==> src/rtl/multisim_push_arb.sv <==
// Round-robin arbiter sharing one push-server channel among NUM_REQ valid/ready requesters.
// Optional packet mode (hold the grant until req_last) is enabled with `define MULTISIM_ARB_PKT_EN.
module multisim_push_arb #(
    parameter int unsigned NUM_REQ    = 4,
    parameter int unsigned DATA_WIDTH = 64,
    localparam int unsigned ID_WIDTH  = (NUM_REQ > 1) ? $clog2(NUM_REQ) : 1
) (
    input  logic                          clk,
    input  logic                          rst,
    input  logic [NUM_REQ-1:0]            req_vld,
    output logic [NUM_REQ-1:0]            req_rdy,
    input  logic [NUM_REQ*DATA_WIDTH-1:0] req_data,
    input  logic [NUM_REQ-1:0]            req_last,
    output logic                          out_vld,
    input  logic                          out_rdy,
    output logic [DATA_WIDTH-1:0]         out_data,
    output logic [ID_WIDTH-1:0]           out_id
);

    logic                  load;
    logic                  found;
    logic                  accept;
    logic [ID_WIDTH-1:0]   gnt;
    logic [ID_WIDTH-1:0]   gnt_inc;
    logic [DATA_WIDTH-1:0] gnt_data;
    logic                  gnt_last;
    logic [ID_WIDTH-1:0]   ptr_q;
    logic [ID_WIDTH-1:0]   ptr_d;

`ifdef MULTISIM_ARB_PKT_EN
    typedef enum logic {IDLE, LOCKED} state_t;

    state_t              state_q;
    state_t              state_d;
    logic [ID_WIDTH-1:0] lock_q;
    logic [ID_WIDTH-1:0] lock_d;
`endif

    assign load   = !out_vld || out_rdy;
    assign accept = found && load && !rst;

    // Winner: first valid at or after ptr, then wrap to those below ptr.
    always_comb begin
        found = 1'b0;
        gnt   = '0;
        for (int i = 0; i < NUM_REQ; i++) begin
            if (!found && req_vld[i] && (i >= int'(ptr_q))) begin
                found = 1'b1;
                gnt   = ID_WIDTH'(i);
            end
        end
        for (int i = 0; i < NUM_REQ; i++) begin
            if (!found && req_vld[i] && (i < int'(ptr_q))) begin
                found = 1'b1;
                gnt   = ID_WIDTH'(i);
            end
        end
`ifdef MULTISIM_ARB_PKT_EN
        // A locked packet owns the channel even while its source is idle.
        if (state_q == LOCKED) begin
            found = 1'b0;
            gnt   = lock_q;
            for (int i = 0; i < NUM_REQ; i++) begin
                if (ID_WIDTH'(i) == lock_q) begin
                    found = req_vld[i];
                end
            end
        end
`endif
    end

    // Payload, last flag and ready for the granted lane.
    always_comb begin
        gnt_data = '0;
        gnt_last = 1'b0;
        req_rdy  = '0;
        for (int i = 0; i < NUM_REQ; i++) begin
            if (ID_WIDTH'(i) == gnt) begin
                gnt_data   = req_data[i*DATA_WIDTH +: DATA_WIDTH];
                gnt_last   = req_last[i];
                req_rdy[i] = found && load && !rst;
            end
        end
    end

    // Explicit wrap so non-power-of-two NUM_REQ never points past the last requester.
    assign gnt_inc = (32'(gnt) == NUM_REQ - 1) ? '0 : gnt + ID_WIDTH'(1);

`ifdef MULTISIM_ARB_PKT_EN
    always_ff @(posedge clk) begin
        if (rst) begin
            state_q <= IDLE;
            lock_q  <= '0;
        end else begin
            state_q <= state_d;
            lock_q  <= lock_d;
        end
    end

    // Pointer only advances when a packet completes.
    always_comb begin
        state_d = state_q;
        lock_d  = lock_q;
        ptr_d   = ptr_q;
        if (accept) begin
            if (gnt_last) begin
                state_d = IDLE;
                ptr_d   = gnt_inc;
            end else begin
                state_d = LOCKED;
                lock_d  = gnt;
            end
        end
    end
`else
    logic unused_last;
    assign unused_last = gnt_last;

    always_comb begin
        ptr_d = ptr_q;
        if (accept) begin
            ptr_d = gnt_inc;
        end
    end
`endif

    // Output register: loads on accept, holds while stalled, empties when drained.
    always_ff @(posedge clk) begin
        if (rst) begin
            ptr_q    <= '0;
            out_vld  <= 1'b0;
            out_data <= '0;
            out_id   <= '0;
        end else begin
            ptr_q <= ptr_d;
            if (load) begin
                out_vld <= accept;
            end
            if (accept) begin
                out_data <= gnt_data;
                out_id   <= gnt;
            end
        end
    end

endmodule
==> config.mk <==
export PLATFORM = sky130hd
export DESIGN_NAME = multisim_push_arb
export DESIGN_NICKNAME = d
export VERILOG_FILES = /design/src/rtl/multisim_push_arb.sv
export SDC_FILE = /design/constraint.sdc
export NUM_CORES = 1
export LEC_CHECK = 0
export CAP_MARGIN = 30
export CORE_AREA = 2 2 130 132
export DETAILED_ROUTE_END_ITERATION = 8
export DIE_AREA = 0 0 132 134
export PLACE_DENSITY = 0.69
export SLEW_MARGIN = 20
export SYNTH_ARGS = -nofsm -noshare
export SYNTH_HDL_FRONTEND = slang
export SYNTH_SLANG_ARGS = --single-unit
==> constraint.sdc <==
create_clock -name clk -period 2.62 [get_ports clk]
set_clock_uncertainty 0.2 [all_clocks]
set_input_delay 0.524 -clock clk [delete_from_list [all_inputs] [get_ports clk]]
set_output_delay 0.524 -clock clk [all_outputs]
set_load 0.02 [all_outputs]
## After elaboration in Yosys (flattened, before gate mapping)

Index checks and enable logic that the tools add are counted.

| storage, ports and cells | value |
|---|---|
| bits in registers | 69 |
| latch bits | 0 |
| memory bits (writable) | 0 |
| memory bits (read-only) | 0 |
| input bits | 267 |
| output and inout bits | 71 |
| logic and storage cells | 61 |
| memories | 0 |

| operators by class | value |
|---|---|
| add/sub/neg operators | 1 |
| $mul | 0 |
| divide/modulo/power cells | 0 |
| order comparisons | 6 |
| equality and inequality tests | 4 |
| shifts and indexed selects | 0 |
| muxes and demuxes | 22 |
| bitwise logic cells | 0 |
| reduce and logical (&&, ||, !) cells | 24 |

Operators by type and width:

| kind | count |
|---|---|
| 64-bit 2-to-1 mux | 4 |
| 1-bit logical AND | 14 |
| 1-bit 2-to-1 mux | 12 |
| 2-bit 2-to-1 mux | 6 |
| 1-bit logical NOT | 8 |
| 2-bit == test (first input constant) | 2 |
| 1-bit by 2-bit >= comparator with 1-bit output (first input constant) | 2 |
| 1-bit by 2-bit less-than comparator with 1-bit output (first input constant) | 2 |
| 2-bit by 1-bit adder with 2-bit output (second input constant) | 1 |
| 1-bit by 2-bit == test with 1-bit output (first input constant) | 1 |
| 2-bit == test (second input constant) | 1 |
| 2-bit >= comparator (first input constant) | 1 |
| 2-bit logical NOT | 1 |
| 2-bit less-than comparator (first input constant) | 1 |
| 1-bit logical OR | 1 |

## Longest topological paths before layout

Gate-level depths: netlist of the first run.

| logic depth | value |
|---|---|
| depth in word-level cells | 31 |
| depth in mapped cells | 11 |

## Worst setup path after synthesis of the first run

No wires, ideal clock.

| path | value |
|---|---|
| path type | input to output |
| start point | input req_vld[2] |
| end point | output req_rdy[1] |
| arrival time | 2.150 ns |
| slack | -0.254 ns |
| stages on the path | 7 |
| buffers on the path | 2 |
| cells stage by stage | nor2b_1 -> a21boi_0 -> o32ai_1 -> ha_1 -> buf_2 -> clkbuf_1 -> and2_1 |

| on the way | value |
|---|---|
| cells in the longest elaborated chain, start to end | 21 |
| elaborated cells on any way between the ends | 27 |
| classes of those cells | 1 x eq/ne; 11 x mux; 15 x reduce/logical |

Ends and longest elaborated chain:

| element | line | text |
|---|---|---|
| from (decl) | 10 | `input logic [NUM_REQ-1:0] req_vld,` |
| 1-bit logical AND (2 in series) | 47 | `if (!found && req_vld[i] && (i >= int'(ptr_q))) begin` |
| 1-bit 2-to-1 mux | 47 |  |
| 1-bit logical NOT | 47 |  |
| 1-bit logical AND | 47 |  |
| 1-bit 2-to-1 mux | 47 |  |
| 1-bit logical NOT | 53 | `if (!found && req_vld[i] && (i < int'(ptr_q))) begin` |
| 1-bit logical AND (2 in series) | 53 |  |
| 1-bit 2-to-1 mux | 53 |  |
| 1-bit logical NOT | 53 |  |
| 1-bit logical AND (2 in series) | 53 |  |
| 1-bit 2-to-1 mux | 53 |  |
| 1-bit logical NOT | 53 |  |
| 1-bit logical AND (2 in series) | 53 |  |
| 1-bit 2-to-1 mux | 53 |  |
| 1-bit logical AND (2 in series) | 81 | `req_rdy[i] = found && load && !rst;` |
| 1-bit 2-to-1 mux (*) | 78 | `if (ID_WIDTH'(i) == gnt) begin` |
| to (decl) | 11 | `output logic [NUM_REQ-1:0] req_rdy,` |

Mark *: on every way between the ends. The rest lies on a longest branch, timed or not.

## Worst setup path in the final report of the first run

| path | value |
|---|---|
| start point | input req_vld[1] |
| end point | register out_data[21] |

| on the way | value |
|---|---|
| cells in the longest elaborated chain, start to end | 27 |
| elaborated cells on any way between the ends | 38 |
| classes of those cells | 3 x eq/ne; 16 x mux; 19 x reduce/logical |

Ends and longest elaborated chain:

| element | line | text |
|---|---|---|
| 1-bit logical AND (2 in series) | 47 |  |
| 1-bit 2-to-1 mux | 47 |  |
| 1-bit logical NOT | 47 |  |
| 1-bit logical AND (2 in series) | 47 |  |
| 1-bit 2-to-1 mux | 47 |  |
| 1-bit logical NOT | 47 |  |
| 1-bit logical AND | 47 |  |
| 1-bit 2-to-1 mux | 47 |  |
| [... 7 more ...] | -- |  |
| 1-bit 2-to-1 mux | 53 |  |
| 1-bit logical NOT | 53 |  |
| 1-bit logical AND (2 in series) | 53 |  |
| 2-bit 2-to-1 mux (*) | 53 |  |
| net gnt[0] | 23 | `logic [ID_WIDTH-1:0] gnt;` |
| 2-bit logical NOT | 78 |  |
| 64-bit 2-to-1 mux (3 in series) | 78 |  |
| 64-bit 2-to-1 mux (*) | 78 |  |
| to (signal assigned) | 140 | `out_data <= gnt_data;` |
| to (decl) | 16 | `output logic [DATA_WIDTH-1:0] out_data,` |

The timed path passes the listed nets; every way through them passes the cells marked *.
A chain may end at the register's enable or synchronous reset.

==> impl_metrics.tcl, run 1 <==
set metrics [dict create \
    run_status "complete, no violations" \
    synth_most_common_cell "a21oi_1" \
    startpoint_type "input port" \
    tightest_slew_ns 0.484 \
    drive_gt1_share_pct 10.6 \
    worstHoldPathType "reg -> reg" \
    finalSetupViolations 0 \
    switchingPower_mw 1.99 \
    cp.required_ns 2.68 \
    io_pins 338 \
    grt_pass1_vias 5481 \
    ys_types 27 \
    power_frac_comb_pct 53.0 \
    slew_viol_final 0 \
    max_freq_ghz 0.387 \
    syn_area_per_cell_um2 7.66 \
    routed_wl_mm 19.8 \
    vias 5610 \
    synth_fp_nets 827 \
    max_slew_margin_pct 67.7 \
    grt.total_usage_pct 21.0 \
    post-route-period-util_pct 98.8 \
    seq_area_um2 1380 \
    synth_cells 556 \
    clkSlewWorstSetupHoldPaths_ns 0.06 \
    gp_congestion 0.884 \
    cp-end-kind "register" \
    syn_area_um2 4260 \
    htreeDepth 3 \
    async_flop_share_pct 0 \
    cts_buffers 9 \
    root_buffer "clkbuf_16" \
    worstPathMaxFanout 8 \
    pwr-share-clk_pct 22.7 \
    cts.path.max_buffers 2 \
    final_hold_viol_count 0 \
    instances_no_fill 1103 \
    synth-edff-count 0 \
    first_iter_violations 249 \
    dp.cells 1079 \
    initial_utilization_pct 26.2 \
    insertion_delay_ns 0.33 \
    drv_cap 0 \
    n_fill_cell 1565 \
    dr.pass1.iters 5 \
    cts_tree "done" \
    placementRows 47 \
    multi_input_area_um2 2480 \
    drc_errors 0 \
    power_density_nw_per_um2 665 \
    place_hpwl_mm 14.0 \
    syn_to_final_growth_pct 100 \
    intPower_mw 3.69 \
    synthTopCellsByArea "dfxtp_1, a21oi_1, a221oi_1, a211o_1, inv_1" \
    dieArea_um2 17700 \
    ys_warn_count 0 \
    io_buffers 333 \
    antenna_found_initial 0 \
    crit_type "in -> reg" \
    antenna_cells 0 \
    grt_pass1_wl_mm 29.4 \
    total_power_mw 5.68 \
    yosys-top-cells-count "a21oi_1, dfxtp_1, inv_1, a221oi_1, a211o_1" \
    setup_tns_ns 0 \
    numClockSinks 69 \
    routedWlPerCell_um 17.9 \
    postRouteAntennaNets 0 \
    cp.arrival_ns 2.65 \
    gr-total-overflow 0 \
    synth-seq-cells 69 \
    synth.largest_area_cell "dfxtp_1" \
    die_x_um 132 \
    seq_area_frac_synth_pct 32.4 \
    vdd_ir_drop_max_v 0.000351 \
    seqPwrFrac_pct 24.3 \
    sw_frac_of_total_pct 35.1 \
    finalNetCount 1149 \
    viasPerCell 5.09 \
    fin_crit_ns 2.59 \
    yosysTopAreaCellShare_pct 32.4 \
    ys.flop_type "dfxtp_1" \
    core_um2 16300 \
    grt_max_degree 68 \
    die_y_um 134 \
    power.leakage_nw 3.53 \
]
-- final cells by class --
type | count | share of cell area [%]
repair buffers | 375 | 45.0
multi-input cells | 356 | 29.0
flip-flops and latches | 69 | 16.2
well taps | 220 | 3.22
inverters | 67 | 2.95
clock buffers | 11 | 2.73
clock inverters | 5 | 0.879
-- placed cells by master (no fill, tap or decap), types with 2 or more instances in the layout --
| cell | Yosys | routed |
|---|---|---|
| nor2b_4 | 0 | 3 |
| bufinv_16 | 0 | 2 |
| clkinv_2 | 0 | 3 |
| buf_8 | 0 | 2 |
| a221oi_1 | 64 | 63 |
| a21oi_1 | 190 | 182 |
| dfxtp_1 | 69 | 68 |
| buf_2 | 18 | 3 |
| buf_6 | 3 | 7 |
| o21ai_0 | 2 | 2 |
| and2_4 | 0 | 2 |
| inv_2 | 0 | 3 |
| nor2_1 | 4 | 4 |
| a211o_1 | 63 | 63 |
| nor2b_1 | 7 | 3 |
| nand3_1 | 2 | 2 |
| ha_4 | 0 | 3 |
| buf_4 | 0 | 24 |
| clkbuf_1 | 43 | 2 |
| a21oi_2 | 2 | 10 |
| clkdlybuf4s50_1 | 0 | 325 |
| buf_12 | 0 | 7 |
| clkbuf_16 | 0 | 12 |
| nand2_1 | 3 | 3 |
| inv_1 | 67 | 64 |
| buf_16 | 0 | 2 |
-- worst max-delay path, cell delays in order --
cell and delay, ns:
dlygate4sd2_1 0.24, nor2b_1 0.14, nor3_1 0.06, o22a_1 0.22, buf_6 0.14, ha_4 0.16, buf_4 0.14, nor2b_4 0.18
buf_12 0.17, clkbuf_16 0.15, a221oi_1 0.07, a211o_1 0.30, a21oi_1 0.13
-- path summary, 6_finish.rpt --
path	slack (ns)	endpoint	cells after the start	start
hold / removal	0.29	out_id[1]	2	out_id[1]
hold reg to reg	0.29	out_id[1]	2	out_id[1]
setup / recovery	0.03	out_data[21]	13	req_vld[1]
setup reg to reg	0.09	out_data[37]	11	ptr_q[0]
-- sequential cells by signal, indices dropped and copies added (netlist names) --
name	flops
out_data	64
out_id	2
ptr_q	2
out_vld	1
-- stage by stage --
step	setup WS [ns]	hold slack [ns]	cell area [µm²]	util, %
floorplan	-0.0184	0.276	4300	-
global placement	-0.827	0.277	7970	48.9
detailed placement	-0.859	0.276	7970	48.9
CTS	0.00482	0.290	8400	51.6
global route	-0.0144	0.314	8540	52.4
finish	0.0327	0.286	8540	52.4
-- routing by layer --
layer / wire length [µm] / vias to the layer above / global-route usage, % / part of all wire (%)
met4: 499 / 0 / 8.21 / 2.5
met3: 1690 / 34 / 6.69 / 8.5
met5: 0 / - / 0 / 0
li1: - / 2736 / - / -
met2: 9450 / 256 / 35.6 / 48
met1: 8150 / 2584 / 24.7 / 41
-- cells by family after synthesis --
kind of cell / share of synthesized area, %
simple gates: 3.79
fa+ha+maj: 1.17
flops: 32.4
compound gates: 50.0
buf+inv: 12.6
-- repair_timing --
item                                    4_1_cts  5_1_grt
hold buffers                                  0        0
pin swaps                                     6       16
buffers inserted                              5        0
endpoints found under the setup margin       68       68
gates resized for setup                      45       23
cloned                                        1        3
-- power groups by stage --
stage	registers [mW]	logic, mW	clock network [mW]
after floorplan	1.64	1.25	0
final	1.38	3.01	1.29
after global placement	1.39	2.75	0
after global routing	1.40	3.23	1.38
after CTS	1.38	2.90	1.33
after detailed placement	1.40	2.76	0
(Power assumes the default switching activity.)
==> run 2, diff against run 1 <==
Settings changed: SKIP_CTS_REPAIR_TIMING from default to 1.
==> run 2 against run 1 <==
  * Sequential power about the same
  * Via count is 0.84% lower
  * Register-to-register slack improved by 0.06 ns
  * Non-clock buffer count is 5 lower
  * Critical path type is now in -> out
  * Die area unchanged
  * Sequential share of layout area is 0.23 points higher
  * Utilization is 0.75 points lower
  * Final area down 1.4%
  * Combinational power down 5%
==> impl_metrics.tcl, run 2 (synthesis gave the netlist of run 1 again) <==
set metrics [dict create \
    run_status "complete, no violations" \
    routedWlPerCell_um 17.6 \
    worstPathMaxFanout 4 \
    numClockSinks 69 \
    die_x_um 132 \
    mostFrequentLayoutCell "clkdlybuf4s50_1" \
    cp-end-kind "output pin" \
    drc_errors 0 \
    antenna_found_initial 0 \
    routed_wl_mm 19.3 \
    viasPerCell 5.07 \
    cp_cell_sequence "buf_2, nor2b_4, buf_4, o32ai_4, inv_2, ha_4, and2_4, clkbuf_2" \
    finalNetCount 1144 \
    crit_type "in -> out" \
    dieArea_um2 17700 \
    busiest_layer "met2" \
    cp.arrival_ns 1.87 \
    gr-total-overflow 0 \
    finish.utilization_pct 51.7 \
    fin_area_um2 8420 \
    grt.total_usage_pct 20.6 \
    drv_cap 0 \
    antenna_cells 0 \
    insertion_delay_ns 0.33 \
    root_buffer "clkbuf_16" \
    grt_use_met3_pct 6.92 \
    grt_pass1_wl_mm 28.8 \
    grt_max_degree 68 \
    top_regs "out_data: 64 flops, out_id: 2 flops, ptr_q: 2 flops" \
    cts.path.max_buffers 2 \
    regToRegEndpoint "out_data[57]" \
    whs_ns 0.288 \
    placementRows 47 \
    max_freq_ghz 0.386 \
    post-route-period-util_pct 98.9 \
    htreeDepth 3 \
    gp_congestion 0.884 \
    initial_utilization_pct 26.2 \
    reg2reg_slack_ns 0.15 \
    die_y_um 134 \
    io_buffers 333 \
    finalSetupViolations 0 \
    total_power_mw 5.54 \
    cp.required_ns 1.90 \
    path_depth 8 \
    critical_path_buf_inv_count 4 \
    largest_reg_flops 64 \
    max_slew_margin_pct 72.7 \
    use_met2_pct 34.9 \
    cts_tree "done" \
    first_iter_violations 216 \
    vdd_ir_drop_max_v 0.000344 \
    worstHoldPathType "reg -> reg" \
    grt_pass1_vias 5439 \
    regMostFlops "out_data" \
    critPathSlowestCell "o32ai_4" \
    final_hold_viol_count 0 \
    vias 5563 \
    io_pins 338 \
    startpoint_type "input port" \
    tightest_slew_ns 0.410 \
    rr_startpoint "ptr_q[0]" \
    hp-start "out_id[1]" \
    postRouteAntennaNets 0 \
    dr.pass1.iters 4 \
    grt_use_met1_pct 23.9 \
    slew_viol_final 0 \
    place_hpwl_mm 14.0 \
    worst_r2r_path_depth 11 \
    path_delay_family "buffers and inverters" \
    layout_common_cells "clkdlybuf4s50_1, a21oi_1, dfxtp_1" \
    drive_gt1_share_pct 9.00 \
    power.leakage_nw 3.50 \
    cts_buffers 9 \
    clkSlewWorstSetupHoldPaths_ns 0.06 \
    power_density_nw_per_um2 659 \
    hold_path_depth 2 \
    core_um2 16300 \
    fin_crit_ns 2.59 \
    syn_to_final_growth_pct 97.6 \
    min_to "out_id[1]" \
    slowest_delay_ns 0.37 \
    post_dp_cell_area_um2 7970 \
]
run 2: changes by cell type in the layout (fill, tap and decap cells not counted), sizes merged:
cell / delta
buf: -8
clkbuf: +1
dlygate4sd2: -1
dlymetal6s2s: +3
run 2: metal layers:
| metal | wire [µm] | share of wire [%] |
|---|---|---|
| met1 | 7860 | 41 |
| met2 | 9210 | 48 |
| met3 | 1740 | 9.0 |
| met4 | 529 | 2.7 |
| met5 | 0 | 0 |
run 2: area by class of cell:
class	count	area, µm²
Inverter	67	251
Clock inverter	5	75.1
Timing Repair Buffer	370	3750
Sequential cell	69	1380
Multi-Input combinational cell	356	2450
Fill cell	1574	7870
Clock buffer	11	233
Tap cell	220	275
run 2: power by group:
| part | internal, mW | switching (mW) |
|---|---|---|
| combinational | 1.51 | 1.36 |
| sequential | 1.26 | 0.115 |
| clock | 0.829 | 0.465 |
| total | 3.60 | 1.94 |
run 2: worst min-delay path, delay by kind of cell (launching register included):
kind	cells	cell delay, ns
flip-flops	1	0.31
AO/OA/AOI/OAI	1	0.07
AND/OR/NAND/NOR	1	0.05
run 2: worst max path at each step:
stage | start | end | slack, ns
2_1_floorplan | req_vld[2] | req_rdy[3] | -0.02
3_3_place_gp | req_vld[2] | req_rdy[3] | -0.83
3_5_place_dp | req_vld[2] | req_rdy[3] | -0.86
4_1_cts | req_vld[2] | req_rdy[3] | -0.86
5_1_grt | req_vld[0] | req_rdy[0] | -0.05
6_report | req_vld[2] | req_rdy[2] | 0.03
run 2: metrics by stage:
step	TNS [ns]	std cells	setup WS, ns
floorplan	-0.0357	556	-0.0184
global placement	-46.38	1079	-0.827
detailed placement	-50.13	1079	-0.859
CTS	-27.52	1095	-0.860
global route	-0.166	1098	-0.0451
finish	0	1098	0.0293
==> run 3, diff against run 2 <==
--- a/config.mk
+++ b/config.mk
@@ -11,4 +11,5 @@
 export DIE_AREA = 0 0 132 134
 export PLACE_DENSITY = 0.69
+export SETUP_SLACK_MARGIN = 0.1
 export SKIP_CTS_REPAIR_TIMING = 1
 export SLEW_MARGIN = 20
--- a/constraint.sdc
+++ b/constraint.sdc
@@ -3,3 +3,3 @@
 set_input_delay 0.524 -clock clk [delete_from_list [all_inputs] [get_ports clk]]
 set_output_delay 0.524 -clock clk [all_outputs]
-set_load 0.02 [all_outputs]
+set_load 0.05 [all_outputs]
==> run 3 against run 2 <==
  * Via count up 4.3%
  * Clock power down 7%
  * Utilization up 2.8 points
  * Largest cell class unchanged
  * Highest routed layer unchanged
  * Fmax down 0.39%
  * Worst setup slack worse by 0.010 ns
  * Register-to-register slack worse by 0.05 ns
  * Largest power group unchanged
  * Sequential share of layout area down 0.81 points
==> impl_metrics.tcl, run 3 (synthesis gave the netlist of run 1 again) <==
set metrics [dict create \
    cp-end-kind "output pin" \
    cts.path.max_buffers 2 \
    n_fill_cell 1508 \
    fin_crit_ns 2.60 \
    die_y_um 134 \
    instances_no_fill 1123 \
    switchingPower_mw 2.57 \
    dp.cells 1089 \
    root_buffer "clkbuf_16" \
    io_buffers 333 \
    place_hpwl_mm 14.6 \
    cp.required_ns 1.90 \
    largest_reg_flops 64 \
    numClockSinks 69 \
    worstHoldPathType "reg -> reg" \
    power_frac_comb_pct 59.2 \
    worstPathMaxFanout 4 \
    drive_gt1_share_pct 15.5 \
    power_density_nw_per_um2 714 \
    io_pins 338 \
    antenna_found_initial 0 \
    regMostFlops "out_data" \
    core_um2 16300 \
    intPower_mw 3.76 \
    use_met2_pct 36.6 \
    initial_utilization_pct 26.2 \
    crit_type "in -> out" \
    placementRows 47 \
    setup_tns_ns 0 \
    post-route-period-util_pct 99.3 \
    cp_cell_sequence "buf_6, nor2b_4, a21boi_4, o32ai_4, ha_2, buf_6, and2_4, buf_12" \
    crit_top_cell "buf_6" \
    routed_wl_mm 21.1 \
    seq_area_um2 1390 \
    busiest_layer "met2" \
    worst_r2r_path_depth 11 \
    finalSetupViolations 0 \
    layout_common_cells "clkdlybuf4s50_1, a21oi_1, dfxtp_1" \
    grt_use_met3_pct 6.39 \
    dr.pass1.iters 4 \
    vias 5802 \
    slew_viol_final 0 \
    htreeDepth 3 \
    endpoint "req_rdy[0]" \
    cts_tree "done" \
    syn_to_final_growth_pct 108 \
    reg2reg_slack_ns 0.10 \
    max_freq_ghz 0.384 \
    top_regs "out_data: 64 flops, out_id: 2 flops, ptr_q: 2 flops" \
    run_status "complete, no violations" \
    dieArea_um2 17700 \
    max_slew_margin_pct 63.1 \
    drc_errors 0 \
    seqPwrFrac_pct 21.9 \
    mostFrequentLayoutCell "clkdlybuf4s50_1" \
    startpoint "req_vld[2]" \
    finish.utilization_pct 54.5 \
    tightest_slew_ns 0.552 \
    total_power_mw 6.33 \
    finalNetCount 1169 \
    rr_startpoint "ptr_q[1]" \
    rsz0062_at_grt "true" \
    gr-total-overflow 0 \
    vdd_ir_drop_max_v 0.000330 \
    grt_pass1_wl_mm 29.7 \
    drv_cap 0 \
    cts_buffers 9 \
    power.leakage_nw 3.69 \
    grt_use_met1_pct 23.8 \
    regToRegEndpoint "out_data[61]" \
    gp_congestion 0.818 \
    first_iter_violations 206 \
    multi_input_area_um2 2620 \
    pwr-share-clk_pct 18.9 \
    slowest_delay_ns 0.36 \
    grt.total_usage_pct 21.1 \
    sw_frac_of_total_pct 40.6 \
    cp.arrival_ns 1.88 \
    postRouteAntennaNets 0 \
    grt_pass1_vias 5608 \
    routedWlPerCell_um 18.8 \
    grt_max_degree 66 \
    viasPerCell 5.17 \
    startpoint_type "input port" \
    final_hold_viol_count 0 \
    die_x_um 132 \
    antenna_cells 0 \
    insertion_delay_ns 0.33 \
    critPathSlowestCell "o32ai_4" \
    clkSlewWorstSetupHoldPaths_ns 0.05 \
    whs_ns 0.281 \
]
run 3: changes by cell type in the layout (fill, tap and decap cells not counted), moves of 2 or more:
cell | before | now
buf_4 | 25 | 40
clkbuf_8 | 0 | 4
a221oi_1 | 64 | 50
a21oi_2 | 2 | 20
a221oi_2 | 0 | 14
clkbuf_2 | 3 | 1
a21oi_1 | 190 | 172
bufinv_16 | 2 | 0
dlymetal6s2s_1 | 3 | 1
clkbuf_16 | 11 | 13
and2_4 | 2 | 4
buf_12 | 6 | 12
clkinv_2 | 3 | 0
buf_6 | 1 | 10
run 3: metal layers:
layer / part of all wire (%) / vias up
met5: 0 / -
li1: - / 2768
met4: 3.9 / 0
met2: 49 / 293
met1: 39 / 2692
met3: 8.4 / 49
run 3: stage by stage:
stage	area (µm²)	worst slack, ns
after floorplan	4340	0.00721
after global placement	8100	-0.505
after detailed placement	8100	-0.589
after CTS	8390	-0.516
after global routing	8870	-0.0189
final	8870	0.0192
run 3: worst max-delay path: cells and delay by family:
family / cells / cell delay, ns
AO/OA/AOI/OAI: 2 / 0.49
AND/OR/NAND/NOR: 2 / 0.25
adder cells (fa/ha/maj): 1 / 0.27
buffers and inverters: 3 / 0.32
run 3: worst min path at each step:
| stage | start | end | slack (ns) | cells past startpoint |
|---|---|---|---|---|
| finish | out_id[1] | out_id[1] | 0.28 | 2 |
| global placement | out_id[1] | out_id[1] | 0.26 | 2 |
| floorplan | ptr_q[1] | ptr_q[1] | 0.28 | 2 |
| CTS | out_id[1] | out_id[1] | 0.28 | 2 |
| global route | out_data[62] | out_data[62] | 0.31 | 2 |
| detailed placement | out_id[1] | out_id[1] | 0.27 | 2 |
run 3: power by group through the flow:
stage               logic (mW)  clock network, mW  registers [mW]
floorplan                 1.28                  0            2.10
global placement          3.31                  0            1.39
detailed placement        3.32                  0            1.40
CTS                       3.34               1.23            1.38
global route              3.96               1.26            1.41
finish                    3.75               1.20            1.39
run 3: cell type report:
class	instances	area share, %
clock buffers	16	3.28
flip-flops and latches	69	15.6
inverters	67	2.83
repair buffers	395	45.7
multi-input cells	356	29.5
well taps	220	3.10
==> RTL edit: new RTL, settings of run 3 <==
Set the parameter `NUM_REQ` to 2 (it was 4).
--- a/src/rtl/multisim_push_arb.sv
+++ b/src/rtl/multisim_push_arb.sv
@@ -3,3 +3,3 @@
 module multisim_push_arb #(
-    parameter int unsigned NUM_REQ    = 4,
+    parameter int unsigned NUM_REQ    = 2,
     parameter int unsigned DATA_WIDTH = 64,
Interface: changed (5 resized); port bits go from 338 to 203. The function was not compared with the original's and may differ.
==> RTL edit against run 3 <==
- total power is 49% lower
- critical endpoint is now req_rdy[1]
- critical path depth is 4 lower
- design area is 39% lower
- setup slack better by 0.30 ns
- critical path type unchanged
- largest power group is now registers
- synthesized area is 30% lower
- first-iteration DRC count is 47% lower
- sequential cell count is 2 lower
- routed wire length is 46% lower
- synthesized cell count is 44% lower
==> RTL edit: results <==
[place]
place_ws_ns = 0.2739
dpl.cell_count = 699
portBuffers = 200
gp_congestion = 0.7872
dpl_cell_area_mm2 = 0.005181
post-dp-hpwl_mm = 7.799

[pwr]
swShare = 0.3204
leakagePower_nw = 1.926
peakVddDrop_uv = 268.2

[logic_synthesis]
synth_warnings = 0
syn_inst = 309
synthDistinctLibCells = 17
ys_seq_area_frac = 0.4467
synth.net_count = 444
synth_common_cells = dfxtp_1, a211oi_1, a221o_1, inv_1, buf_2
synthTopCellsByArea = dfxtp_1, a221o_1, a211oi_1

[worst_setup_path]
worst_path_max_delay_cell = clkdlybuf4s50_1
r2r_slack_ns = 0.96
rr_startpoint = ptr_q$_SDFFE_PP0P_
r2r-end = out_data[58]$_SDFFE_PP0P_
path_delay_family = buffers and inverters
cp_slowest_stage_delay_ns = 0.47
reg2regPathDepth = 4
arrival_ns = 1.57

[cts]
path_clk_slew_ns = 0.05
htree_levels = 3
cts_root_buf = clkbuf_16
numCtsBuffers = 9

[global_routing]
antenna_found_initial = 0
grt_pass1_vias = 3301
grt_max_degree = 66
grt.total_usage = 0.1277
grt_pass1_wl_mm = 17.84

[final_layout]
nets = 625
synthToLayoutAreaGrowth_pct = 81.25
fillers = 1647
drive_above_1_share = 0.05668

[run_status]
status = finished, final reports clean

[timing]
fin_ws_ns = 0.3227
tightest_slew_ns = 0.5982
whs_ns = 0.2641
setup-tns-final_ns = 0

[detailed_routing]
via_per_inst = 4.567
first_pass_iters = 5
first_iter_violations = 109
wirelength_mm = 11.31
post_drt_wl_per_cell_um = 15.85

[hold_path]
hold_path_end = out_id$_SDFFE_PP0P_
min_from = out_id$_SDFFE_PP0P_
hold_depth = 1

[floorplanning]
die-width_um = 132
==> RTL edit: cell count changes after synthesis, moves of 7 or more <==
cell / before / now
a211o_1: 63 / 0
nor2b_1: 7 / 0
a211oi_1: 1 / 64
a221o_1: 0 / 64
a221oi_1: 64 / 0
clkbuf_1: 43 / 14
a21oi_1: 190 / 4
==> RTL edit: per-layer routing <==
metal  share of wire  up-vias  global-route usage
li1                -     1535                   -
met1            0.41     1544              0.1436
met2            0.49      163              0.2176
met3           0.075       19             0.03741
met4           0.026        0             0.07065
met5               0        -                   0
==> RTL edit: cell type report <==
class,instances,share of cell area
repair buffers,207,0.3871
well taps,220,0.05057
clock buffers,12,0.04529
inverters,64,0.04414
flip-flops and latches,67,0.2464
multi-input cells,141,0.2237
clock inverters,3,0.002759
==> RTL edit: worst max path at each step <==
stage | from | to | cells past startpoint
2_1_floorplan | rst | req_rdy[1] | 3
4_1_cts | out_data[28]$_SDFFE_PP0P_ | out_data[28] | 1
5_1_grt | out_rdy | req_rdy[1] | 4
6_report | out_rdy | req_rdy[1] | 4
3_5_place_dp | req_vld[1] | out_data[58]$_SDFFE_PP0P_ | 5
3_3_place_gp | req_vld[1] | out_data[30]$_SDFFE_PP0P_ | 5
==> RTL edit: kinds of logic after synthesis <==
kind of cell,count (synthesis),share of synthesized area
flip-flops,67,0.4467
buffers and inverters,101,0.1483
AND/OR/NAND/NOR,7,0.01917
AO/OA/AOI/OAI,134,0.3858
==> RTL edit: power groups by stage <==
| stage | registers [mW] | clock network, mW | logic, mW |
|---|---|---|---|
| global route | 1.17 | 1.20 | 1.02 |
| floorplan | 1.49 | 0 | 0.219 |
| global placement | 1.18 | 0 | 0.957 |
| detailed placement | 1.18 | 0 | 0.970 |
| CTS | 1.16 | 1.15 | 0.974 |
| finish | 1.16 | 1.10 | 0.969 |
